`src/rtl/riscv_pkg.sv`:
```
// Shared fetch-stage types and constants: FSM encoding, the NOP instruction
// and the default reset PC.
package riscv_pkg;

  typedef enum logic [1:0] {
    IDLE,
    FETCH,
    HOLD,
    TRAP
  } fetch_state_t;

  localparam logic [31:0] NOP_INSTR        = 32'h0000_0013;
  localparam logic [31:0] DEFAULT_RESET_PC = 32'h0000_0000;

endpackage

```
`src/rtl/next_pc_mux.sv`:
```
// Next-PC selection: branch/jump target (bit 0 forced low) or sequential PC+4,
// with a misalignment flag for targets that are not word aligned.
module next_pc_mux
  import riscv_pkg::*;
(
  input  logic [31:0] pc,
  input  logic        next_pc_src,
  input  logic [31:0] branch_target,
  output logic [31:0] next_pc,
  output logic        misalign
);

  // Bit 0 of the target is discarded, as JALR requires.
  logic unused_target_lsb;
  assign unused_target_lsb = branch_target[0];

  assign next_pc  = next_pc_src ? {branch_target[31:1], 1'b0} : pc + 32'd4;
  assign misalign = next_pc[1];

endmodule

```
`src/rtl/fetch_pc_unit.sv`:
```
// Fetch unit: owns the PC, fetches over a req/valid port, holds each instruction
// for the datapath and advances the PC on accept; traps on misalign or timeout.
module fetch_pc_unit
  import riscv_pkg::*;
#(
  parameter logic [31:0] RESET_PC = DEFAULT_RESET_PC,
  parameter int unsigned TIMEOUT  = 15
) (
  input  logic        clk,
  input  logic        rst,
  input  logic        NextPCSrc,
  input  logic [31:0] BranchTarget,
  input  logic        InstrReady,
  output logic        ImemReq,
  output logic [31:0] ImemAddr,
  input  logic        ImemValid,
  input  logic [31:0] ImemRData,
  output logic [31:0] Instr,
  output logic [31:0] PC,
  output logic [31:0] PCPlus4,
  output logic        InstrValid,
  output logic        MisalignErr,
  output logic        TimeoutErr
);

  localparam int WD_W = (TIMEOUT > 0) ? $clog2(TIMEOUT + 1) : 1;
  localparam logic [WD_W-1:0] WD_LAST = (TIMEOUT > 0) ? WD_W'(TIMEOUT - 1) : '0;

  fetch_state_t    state, state_nxt;
  logic [31:0]     pc, instr, next_pc;
  logic [WD_W-1:0] watchdog;
  logic            misalign, accept, miss, wd_expire;
  logic            misalign_err, timeout_err;

  next_pc_mux u_next_pc_mux (
    .pc           (pc),
    .next_pc_src  (NextPCSrc),
    .branch_target(BranchTarget),
    .next_pc      (next_pc),
    .misalign     (misalign)
  );

  assign accept    = (state == HOLD) && InstrReady;
  assign miss      = (state == FETCH) && !ImemValid;
  assign wd_expire = (TIMEOUT != 0) && miss && (watchdog == WD_LAST);

  // NOTE: sequential state uses non-blocking assignments so every register
  // samples pre-edge values, independent of statement order.
  always_ff @(posedge clk) begin
    if (rst) state <= IDLE;
    else     state <= state_nxt;
  end

  // NOTE: every output of this block gets a default first, so no path can
  // leave a signal unassigned and infer a latch.
  always_comb begin
    state_nxt  = state;
    ImemReq    = 1'b0;
    InstrValid = 1'b0;
    unique case (state)
      IDLE:  state_nxt = FETCH;
      FETCH: begin
        ImemReq = 1'b1;
        if (ImemValid)      state_nxt = HOLD;
        else if (wd_expire) state_nxt = TRAP;
      end
      HOLD: begin
        InstrValid = 1'b1;
        if (accept) state_nxt = misalign ? TRAP : FETCH;
      end
      TRAP:    state_nxt = TRAP;
      default: state_nxt = IDLE;
    endcase
  end

  always_ff @(posedge clk) begin
    if (rst) begin
      pc           <= RESET_PC;
      instr        <= NOP_INSTR;
      watchdog     <= '0;
      misalign_err <= 1'b0;
      timeout_err  <= 1'b0;
    end else begin
      if (state == FETCH) begin
        if (ImemValid) begin
          instr    <= ImemRData;
          watchdog <= '0;
        end else if (watchdog != '1) begin
          watchdog <= watchdog + 1'b1;
        end
      end
      if (wd_expire) timeout_err <= 1'b1;
      // NextPCSrc/BranchTarget only matter here, so X elsewhere is harmless.
      if (accept) begin
        if (misalign) misalign_err <= 1'b1;
        else          pc           <= next_pc;
      end
    end
  end

  assign ImemAddr    = pc;
  assign PC          = pc;
  assign PCPlus4     = pc + 32'd4;
  assign Instr       = instr;
  assign MisalignErr = misalign_err;
  assign TimeoutErr  = timeout_err;

endmodule
```
`config.mk`:
```
export PLATFORM = sky130hd
export DESIGN_NAME = fetch_pc_unit
export DESIGN_NICKNAME = d
export VERILOG_FILES = /design/src/rtl/riscv_pkg.sv /design/src/rtl/next_pc_mux.sv /design/src/rtl/fetch_pc_unit.sv
export SDC_FILE = /design/constraint.sdc
export NUM_CORES = 1
export LEC_CHECK = 0
export BUFFER_PORTS_ARGS = -buffer_cell sky130_fd_sc_hd__clkbuf_2
export CAP_MARGIN = 20
export CORE_ASPECT_RATIO = 0.8
export CORE_MARGIN = 2
export CORE_UTILIZATION = 48
export CTS_CLUSTER_DIAMETER = 40
export DETAILED_ROUTE_END_ITERATION = 8
export HOLD_SLACK_MARGIN = 0.1
export PLACE_DENSITY_LB_ADDON = 0.15
export SLEW_MARGIN = 40
export SYNTH_ARGS = -nofsm -noshare
export SYNTH_HDL_FRONTEND = slang
export SYNTH_HIERARCHICAL = 1
export SYNTH_SLANG_ARGS = --single-unit
```
`constraint.sdc`:
```
create_clock -name clk -period 3.1 [get_ports clk]
set_input_delay 0.465 -clock clk [delete_from_list [all_inputs] [get_ports clk]]
set_output_delay 0.465 -clock clk [all_outputs]
set_load 0.01 [all_outputs]
```
Word-level counts from Yosys, hierarchy flattened:

Index checks and enable logic that the tools add are counted.

* flip-flop bits (word level): 71
* bits of input ports: 69
* output and inout bits: 132
* logic and storage cells: 37

* add/sub/neg operators: 2
* equal/unequal tests: 7
* muxes and demuxes: 10
* bitwise logic cells: 1
* reduce and logical (&&, ||, !) cells: 11

Operators with widths (count)
* adder 32 x 3 -> 32 bit (second input constant): 1
* two-way mux 32 bit: 1
* AND reduction 2 bit: 5
* two-way mux 2 bit: 4
* two-way mux 4 bit: 2
* case mux 2 bit (4 select lines): 1
* adder 4 x 1 -> 4 bit (second input constant): 1
* equality test 2 bit (second input constant): 2
* equality test 4 bit (second input constant): 1
* != test 4 bit (second input constant): 1
* logical AND 1 bit: 3
* != test 3 bit (second input constant): 1
* equality test 2 x 1 -> 1 bit (second input constant): 1
* zero test 2 bit: 1
* two-way mux 1 bit: 2
* != test 2 bit (second input constant): 1
* nonzero test 2 bit: 1
* zero test 1 bit: 1
* inverter 1 bit: 1

Longest topological paths before layout:

Gate-level depths: netlist of the first run.

* word-level depth: 6
* gate-level depth with buffers: 8
* depth with buffers taken out: 7

Hierarchy:

The synthesis of the first run kept the hierarchy.

Modules (own cells, without submodules)
* fetch_pc_unit: instances 1, cells each 441, area an instance 3430.8 µm², seq. area each 1441.4 µm²
* next_pc_mux: instances 1, cells each 175, area an instance 1039.7 µm², seq. area each 0.0 µm²

Worst setup path after synthesis of the first run:

Ideal clock, no wire load.

* kind: reg2reg
* start: reg pc[2] (netlist: ImemAddr[2])
* end: reg pc[28] (netlist: ImemAddr[28])
* library setup time: 0.070 ns
* arrival: 2.361 ns
* required time: 3.030 ns
* setup slack: 0.669 ns
* cell stages (with the launch flop): 8
* path buffers: 0
* clock period less this slack: 2.431 ns
* path through: dfxtp_1 > ha_1 > nand3_1 > or3_2 > or4b_2 > a31oi_1 > nand2_1 > a21oi_1

* word-level cells in the longest chain between the ends: 2

RTL lines
* from (decl): RTL line fetch_pc_unit.sv:30 `logic [31:0] pc, instr, next_pc;`
* from (signal assigned): RTL line fetch_pc_unit.sv:96 `else pc <= next_pc;`
* adder 32 x 3 -> 32 bit: RTL line next_pc_mux.sv:17 `assign next_pc = next_pc_src ? {branch_target[31:1], 1'b0} : pc + 32'd4;`
* two-way mux 32 bit: RTL line next_pc_mux.sv:17
* named net next_pc[28]: RTL line fetch_pc_unit.sv:30

The timed path passes the listed nets, and every way through them passes these cells.
A chain may end at the register's enable or synchronous reset.

Worst setup path after layout of the first run:

* start: reg pc[21] (netlist: ImemAddr[21])
* end: out PCPlus4[31]

* word-level cells in the longest chain between the ends: 1

RTL lines
* adder 32 x 3 -> 32 bit: RTL line fetch_pc_unit.sv:103 `assign PCPlus4 = pc + 32'd4;`
* to (decl): RTL line fetch_pc_unit.sv:20 `output logic [31:0] PCPlus4,`

No other way between the ends.

==> results of run 1 <==
## layer usage
metal	global-route usage (%)	share of wire, %	up-vias
li1	-	-	2424
met1	32.5	43	2215
met2	40.6	47	191
met3	5.97	8.2	13
met4	5.86	1.2	0
met5	0	0	-
## cells in the mapped netlist, types with 2 or more instances
cell type    n
xor2_1      18
nand4_1     13
nand2_1    163
a221o_1      2
dfxtp_1     72
nor2_1      22
nand4_2      2
buf_4       35
clkbuf_1    22
nor4_2       3
inv_1        9
or3_1        6
or4b_2       2
a31oi_1     11
o21ai_0     23
and2_1       2
o31ai_1      3
nor3_2       3
nor3_1      11
and4_1       4
buf_2       10
xnor2_1     26
mux2_2       2
a21oi_1     64
nand3b_1     5
and3_1      10
nor4_1       5
nand2b_1     2
or3_2        2
nor2b_1      5
or4_1        6
nand3_1     32
ha_1         4
## state kept, by name, indices dropped and copies added (netlist names)
name / flops
ImemAddr: 32
Instr: 32
watchdog: 4
state: 2
MisalignErr: 1
TimeoutErr: 1
## how the worst min path moves through the flow
| stage | to |
|---|---|
| 2_1_floorplan | state[1] |
| 3_3_place_gp | Instr[13] |
| 3_5_place_dp | Instr[28] |
| 4_1_cts | Instr[1] |
| 5_1_grt | Instr[1] |
| 6_report | Instr[20] |
## power by group through the flow
stage               sequential (mW)  clock [mW]  combinational [mW]
floorplan                      1.01           0               0.127
global placement              0.995           0               0.238
detailed placement            0.996           0               0.244
CTS                           0.976       0.974               0.245
global route                  0.980        1.02               0.272
finish                        0.976       0.951               0.244
## stage by stage
step           cell area (sq um)  util [%]
6_report                    5690      63.0
4_1_cts                     5690      63.0
5_1_grt                     5690      63.0
2_1_floorplan               4470         -
3_5_place_dp                5410      59.9
3_3_place_gp                5410      59.8
## worst register-to-register path, stage by stage, from the launching register on
cell and delay, ps:
dfxtp_1 340, ha_1 240, nand3_1 270, or3_2 680
or4b_2 650, a31oi_1 190, nand2_1 60, a21oi_1 120
## placed cells by master, fill, tap and decap left out, drive strengths merged, types with 2 or more instances in the layout
cell	n
dfxtp	72
clkinv	5
xor2	18
mux2	2
inv	10
or4	7
o21ai	23
clkbuf	207
ha	4
a21oi	64
buf	28
or4b	2
a221o	2
and4	4
a31oi	11
and3	11
o31ai	3
nand2b	2
or3	8
nor3	14
xnor2	26
nor2	22
nand3b	5
nand2	163
and2	2
nor4	9
nor2b	5
nand4	16
nand3	33
## layout make-up
class                           count  area (sq um)  share of cell area, %
Sequential cell                    72          1440                   25.3
Multi-Input combinational cell    466          2590                   45.5
Inverter                            9          33.8                  0.594
Timing Repair Buffer              226          1200                   21.1
Clock buffer                        9           225                   3.96
Tap cell                          115           144                   2.53
Clock inverter                      7          56.3                  0.989
## kinds of logic after synthesis
logic type,count (synthesis)
xor gates and xnor gates,44
adders and majority gates,4
buffers and inverters,78
DFF,72
muxes,2
AOI/OAI and AO/OA,109
and+or+nand+nor,307
==> out/qor.yml, run 1 <==
whs_path_depth: 3
crit_buf_inv: 2
netlist_area_sq_um: 4470
synth_top_family_by_area: "simple AND/OR/NAND/NOR gates"
rows: 31
synth_edf_count: 0
maxCapViolations: 0
io_pins: 201
worst_slew_pin_slew_ps: 771
p_leak_nw: 2.51
worst_path_most_repeated_cell: "nand4_1"
clockPowerShare_pct: 43.8
rsz0062_at_grt: "false"
synth_nets: 689
peakVddDrop_mv: 0.314
die_w_um: 112
r2r_end: "ImemAddr[28]"
netlist.area_leader.share_pct: 32.2
grt_use_total_pct: 24.6
cts_resized: 0
crit_path_top_delay_cell: "dfxtp_1"
grt_max_degree: 46
via_per_inst: 5.36
cts_sinks: 72
rrSetupSlack_ps: 500
arrival_ps: 2330
cp.required_ps: 2630
cts_htree_levels: 3
setup.worst_path.end: "PCPlus4[31]"
worstReg2RegStart: "ImemAddr[2]"
setup_viol: 0
drc: 0
die_h_um: 90.3
synth_cells: 616
cts_buffer_depth: 2
hp-start: "ImemRData[20]"
async_flop_share_pct: 0
hpwl_mm: 9.25
relSlewSlack_pct: 48.6
p_switching_uw: 567
power_frac_comb_pct: 11.2
setup_ws_ps: 300
first_global_vias: 4320
swShare_pct: 26.1
synth_area_leaders: "dfxtp_1 32%, nand2_1 14%, a21oi_1 7.2%"
layout_min_cycle_time_ps: 2800
synthSimpleGateAreaFrac_pct: 34.2
clk_pin_slew_worst_paths_ps: 70
min_period_over_period_pct: 90.3
synth_cell_types: 50
synth.area.mux_share_pct: 0.504
synth_ff_type: "dfxtp_1"
dpl.cell_count: 888
synthToLayoutAreaGrowth_pct: 27.3
status: "complete, no violations"
crit_cells: 6
drv_slew: 0
nNetsFinal: 857
r2r_cells: 7
drive_gt1_share_pct: 33.5
power.total_mw: 2.17
synth_area_per_cell_sq_um: 7.26
cts_inserted_buffers: 9
start_util_pct: 49.5
hold_path_class: "input port to register"
clk_latency_ps: 330
ant_nets: 0
critPathMaxStageDelay_ps: 600
postCtsSetupRepairBufs: 0
hold_ws_ps: 346
startpoint_type: "register"
die_area_sq_um: 10100
grt_overflow: 0
grt_first_pass_wirelength_mm: 20.7
skew_ps: 11.6
crit_chain: "nand4_1, nor3_1, buf_4, nand4_1, xnor2_1, clkbuf_2"
endpoint_kind: "output port"
synth_top_area_cell: "dfxtp_1"
num_vias: 4843
yosysSeqAreaShare_pct: 32.2
n_antenna_cell: 0
synth-xor-area-share_pct: 8.62
cts_tree: "yes"
globalplace.congestion: 0.872
cts-root-buf: "clkbuf_16"
seqPwrFrac_pct: 45.0
holdBufCountCts: 0
power.density_nw_per_um2: 381
synth_compound_area_share_pct: 13.4
crit_family: "simple AND/OR/NAND/NOR gates"
antenna_found_initial: 0
avgRoutedWirePerCell_um: 14.1
pre_cts_ws_ps: 545
hold_violations: 0
dr.pass1.iters: 5
fmax_mhz: 357
stdcell_count: 904
crit_fanout: 13
p_int_mw: 1.60
ys_warn_count: 6
fill_cells: 856
first_iter_violations: 318
synthAdderAreaFrac_pct: 1.12
fin_setup_tns_ps: 0
worst-setup-path-type: "register to output port"
drt-total-wl_mm: 12.8
port_buffers: 199
ys_ff_latch: 72
startpoint: "ImemAddr[21]"
core_area_sq_um: 9040
Power figures use the tool's default switching activity.
==> inputs of run 2 (changes only) <==
--- a/config.mk
+++ b/config.mk
@@ -7,9 +7,11 @@
 export LEC_CHECK = 0
 export BUFFER_PORTS_ARGS = -buffer_cell sky130_fd_sc_hd__clkbuf_2
 export CAP_MARGIN = 20
+export CELL_PAD_IN_SITES_DETAIL_PLACEMENT = 1
+export CELL_PAD_IN_SITES_GLOBAL_PLACEMENT = 1
 export CORE_ASPECT_RATIO = 0.8
 export CORE_MARGIN = 2
-export CORE_UTILIZATION = 48
+export CORE_UTILIZATION = 33
 export CTS_CLUSTER_DIAMETER = 40
 export DETAILED_ROUTE_END_ITERATION = 8
 export HOLD_SLACK_MARGIN = 0.1
==> run 2 against run 1 <==
  * Die area rose by 43%
  * Clock power up 17%
  * Final area increased by 2.8%
  * Maximum frequency shrank 1.6%
  * Combinational power grew 5%
  * First-iteration DRC count shrank 34%
  * Clock-buffer cell count up 2
  * Worst setup slack got worse by 45 ps
  * Largest cell class unchanged
  * Largest power group is now the clock network
==> out/qor.yml, run 2 (same netlist as run 1, synthesis figures left out) <==
final_cell_mix: "199 x clkbuf_2, 163 x nand2_1, 72 x dfxtp_1"
min_period_over_period_pct: 91.8
grt_max_degree: 73
holdBufCountCts: 0
worst_slew_pin_slew_ps: 625
relSlewSlack_pct: 58.3
crit_chain: "buf_4, ha_1, nand3_1, or4_4, nor4_2, xor2_1, clkbuf_2"
first_iter_violations: 209
worst-setup-path-type: "register to output port"
r2r_cells: 6
swShare_pct: 24.8
hpwl_mm: 11.2
num_vias: 4964
final_common_cell: "clkbuf_2"
drc: 0
cts_resized: 0
nNetsFinal: 862
power.density_nw_per_um2: 401
hold_path_class: "input port to register"
p_leak_nw: 2.55
clk_pin_slew_worst_paths_ps: 60
cts_tree: "yes"
p_int_mw: 1.76
rows: 38
die_h_um: 108
n_antenna_cell: 0
r2r_end: "ImemAddr[31]"
fill_cells: 1763
cts_htree_levels: 3
worstReg2RegStart: "ImemAddr[18]"
die_w_um: 134
dr.pass1.iters: 4
skew_ps: 5.10
die_area_sq_um: 14500
grt_first_pass_wirelength_mm: 24.7
rrSetupSlack_ps: 580
crit_buf_inv: 2
port_buffers: 199
rsz0062_at_grt: "false"
final_area_sq_um: 5850
grt_overflow: 0
fmax_mhz: 352
core_area_sq_um: 13400
synthToLayoutAreaGrowth_pct: 30.9
maxCapViolations: 0
globalplace.congestion: 0.795
fin_setup_tns_ps: 0
grt_use_total_pct: 21.4
crit_path_top_delay_cell: "or4_4"
hold_violations: 0
status: "complete, no violations"
crit_family: "simple AND/OR/NAND/NOR gates"
arrival_ps: 2380
drive_gt1_share_pct: 33.5
drv_slew: 0
dpl.cell_count: 958
cts_buffer_depth: 2
cp.required_ps: 2630
setup_viol: 0
cts_sinks: 72
min_to: "Instr[0]"
via_per_inst: 5.10
p_switching_uw: 581
first_global_vias: 4949
peakVddDrop_mv: 0.318
postCtsSetupRepairBufs: 0
power_frac_comb_pct: 10.9
seqPwrFrac_pct: 41.6
hp-start: "ImemRData[0]"
stdcell_count: 974
endpoint_kind: "output port"
io_pins: 201
placed_cell_area_sq_um: 5540
clk_latency_ps: 340
layout_min_cycle_time_ps: 2840
clockPowerShare_pct: 47.5
drt-total-wl_mm: 15.7
crit_fanout: 10
startpoint_type: "register"
whs_path_depth: 3
cts_inserted_buffers: 9
avgRoutedWirePerCell_um: 16.1
antenna_found_initial: 0
start_util_pct: 33.3
critPathMaxStageDelay_ps: 570
ant_nets: 0
cts-root-buf: "clkbuf_16"
-- run 2: power groups by stage --
stage / registers, mW / logic, mW / clock network, mW
final: 0.976 / 0.255 / 1.11
after CTS: 0.976 / 0.259 / 1.15
after global routing: 0.979 / 0.286 / 1.18
after global placement: 0.994 / 0.249 / 0
after detailed placement: 0.996 / 0.257 / 0
after floorplan: 1.01 / 0.127 / 0
-- run 2: metrics by stage --
stage	hold slack, ps	setup WS [ps]	power (mW)	utilization, %
2_1_floorplan	463	669	1.14	-
4_1_cts	330	248	2.38	43.7
6_report	339	255	2.34	43.7
3_5_place_dp	452	611	1.25	41.3
3_3_place_gp	442	652	1.24	41.3
5_1_grt	350	84.4	2.45	43.7
-- run 2: metal layers --
metal  share of wire [%]  up-vias  GRT usage [%]
met3                 6.7       18           5.49
met5                   0        -              0
met2                  47      136           36.6
li1                    -     2433              -
met1                  45     2377           26.9
met4                 1.2        0           5.71
-- run 2: worst min-delay path, cell delays in order --
cell and delay (ps):
clkbuf_2 80, nand2_1 40, nand3b_1 70
-- run 2: worst max path at each step --
stage / start / to / slack, ps / cells after the start
finish: ImemAddr[2] / PCPlus4[26] / 260 / 7
floorplan: ImemAddr[2] / ImemAddr[28] / 670 / 7
global route: ImemAddr[2] / PCPlus4[26] / 80 / 7
CTS: ImemAddr[2] / PCPlus4[26] / 250 / 7
global placement: ImemAddr[2] / PCPlus4[26] / 650 / 7
detailed placement: ImemAddr[5] / ImemAddr[28] / 610 / 6
-- run 2: layout make-up --
cell class	count	area (sq um)	area share (%)
multi-input combinational	466	2590	44.2
sequential	72	1440	24.6
timing repair buffer	231	1250	21.3
clock buffer	11	233	3.98
tap	180	225	3.85
clock inverter	5	81.3	1.39
inverter	9	33.8	0.577
==> inputs of run 3 (changes only) <==
--- a/config.mk
+++ b/config.mk
@@ -7,11 +7,9 @@
 export LEC_CHECK = 0
 export BUFFER_PORTS_ARGS = -buffer_cell sky130_fd_sc_hd__clkbuf_2
 export CAP_MARGIN = 20
-export CELL_PAD_IN_SITES_DETAIL_PLACEMENT = 1
-export CELL_PAD_IN_SITES_GLOBAL_PLACEMENT = 1
 export CORE_ASPECT_RATIO = 0.8
 export CORE_MARGIN = 2
-export CORE_UTILIZATION = 33
+export CORE_UTILIZATION = 48
 export CTS_CLUSTER_DIAMETER = 40
 export DETAILED_ROUTE_END_ITERATION = 8
 export HOLD_SLACK_MARGIN = 0.1
==> constraint.sdc (replaced) <==
create_clock -name clk -period 3 [get_ports clk]
set_input_delay 0.45 -clock clk [delete_from_list [all_inputs] [get_ports clk]]
set_output_delay 0.45 -clock clk [all_outputs]
set_load 0.01 [all_outputs]
==> run 3 against run 2 <==
  * Wire length decreased by 17%
  * Die area decreased by 30%
  * Via count decreased by 0.85%
  * Clock-buffer cell count decreased by 1
  * Final area decreased by 2.2%
  * Largest power group unchanged
==> out/qor.yml, run 3 (same netlist as run 1, synthesis figures left out) <==
final_common_cell: "clkbuf_2"
worst-setup-path-type: "register to output port"
startpoint_type: "register"
relSlewSlack_pct: 53.4
holdBufCountCts: 0
clk_pin_slew_worst_paths_ps: 60
hpwl_mm: 9.33
hold_violations: 0
drc: 0
rows: 31
grt_use_total_pct: 25.3
dr.pass1.iters: 5
whs_path_depth: 3
grt_first_pass_wirelength_mm: 21.5
port_buffers: 199
setup_viol: 0
peakVddDrop_mv: 0.293
hp-start: "ImemRData[24]"
final_cell_mix: "199 x clkbuf_2, 163 x nand2_1, 72 x dfxtp_1"
arrival_ps: 2310
die_h_um: 90.3
worstReg2RegStart: "ImemAddr[4]"
p_leak_nw: 2.52
seqCellArea_sq_um: 1440
rsz0062_at_grt: "false"
r2r_cells: 6
globalplace.congestion: 0.918
avgRoutedWirePerCell_um: 14.5
drv_slew: 0
cp.required_ps: 2550
drt-total-wl_mm: 13.1
first_global_vias: 4629
ant_nets: 0
power.total_mw: 2.34
num_vias: 4922
synthToLayoutAreaGrowth_pct: 28.0
postCtsSetupRepairBufs: 0
via_per_inst: 5.44
power.density_nw_per_um2: 409
core_area_sq_um: 9040
grt_overflow: 0
worst_slew_pin_slew_ps: 699
cts_inserted_buffers: 9
die_area_sq_um: 10100
cts_htree_levels: 3
rrSetupSlack_ps: 490
start_util_pct: 49.5
cts_sinks: 72
fmax_mhz: 362
multi_input_area_sq_um: 2590
die_w_um: 112
maxCapViolations: 0
status: "complete, no violations"
fill_cells: 871
min_to: "Instr[24]"
crit_fanout: 10
layout_min_cycle_time_ps: 2760
nNetsFinal: 858
n_antenna_cell: 0
antenna_found_initial: 0
cts_resized: 0
skew_ps: 7.05
cts_tree: "yes"
dpl.cell_count: 889
grt_max_degree: 46
stdcell_count: 905
first_iter_violations: 316
r2r_end: "ImemAddr[28]"
cts_buffer_depth: 2
fin_setup_tns_ps: 0
clk_latency_ps: 320
endpoint_kind: "output port"
min_period_over_period_pct: 92.1
hold_path_class: "input port to register"
io_pins: 201
drive_gt1_share_pct: 33.4
final_core_util_pct: 63.3
cts-root-buf: "clkbuf_16"
## run 3: worst max-delay path, cell delays in order (launching register included)
cell and delay (ps):
dfxtp_1 330, buf_4 170, ha_1 200, nand3_1 190
or4_4 570, nor4_2 200, xor2_1 180, clkbuf_2 150
## run 3: per-stage QoR
step                setup slack (ps)  hold WS, ps  area [sq um]
floorplan                        569          463          4470
global placement                 570          441          5420
detailed placement               512          449          5420
CTS                              215          330          5720
global route                    48.8          338          5720
finish                           238          340          5720
## run 3: cell type report
class / instances / area share (%)
timing repair buffer: 227 / 21.1
inverter: 9 / 0.590
tap: 115 / 2.51
multi-input combinational: 466 / 45.3
clock buffer: 10 / 4.18
clock inverter: 6 / 1.18
sequential: 72 / 25.2
## run 3: how the worst max path moves through the flow
stage	from	endpoint	slack, ps	cells after the start
after global placement	ImemAddr[4]	ImemAddr[28]	570	6
after detailed placement	ImemAddr[4]	ImemAddr[28]	510	6
after global routing	ImemAddr[2]	PCPlus4[26]	50	7
after CTS	ImemAddr[2]	PCPlus4[26]	220	7
after floorplan	ImemAddr[2]	ImemAddr[28]	570	7
final	ImemAddr[2]	PCPlus4[26]	240	7
## run 3: metal layers
metal / vias to the layer above / global-route usage, % / part of all wire, %
met5: - / 0 / 0
met4: 0 / 3.91 / 0.44
met2: 196 / 43.2 / 48
li1: 2424 / - / -
met1: 2298 / 33.0 / 44
met3: 4 / 6.17 / 7.8
## run 3: where the power goes
part           leakage (nW)  internal (mW)  switching [mW]
registers             0.584          0.987          0.0230
clock network         0.145          0.669           0.409
logic                  1.79          0.104           0.147
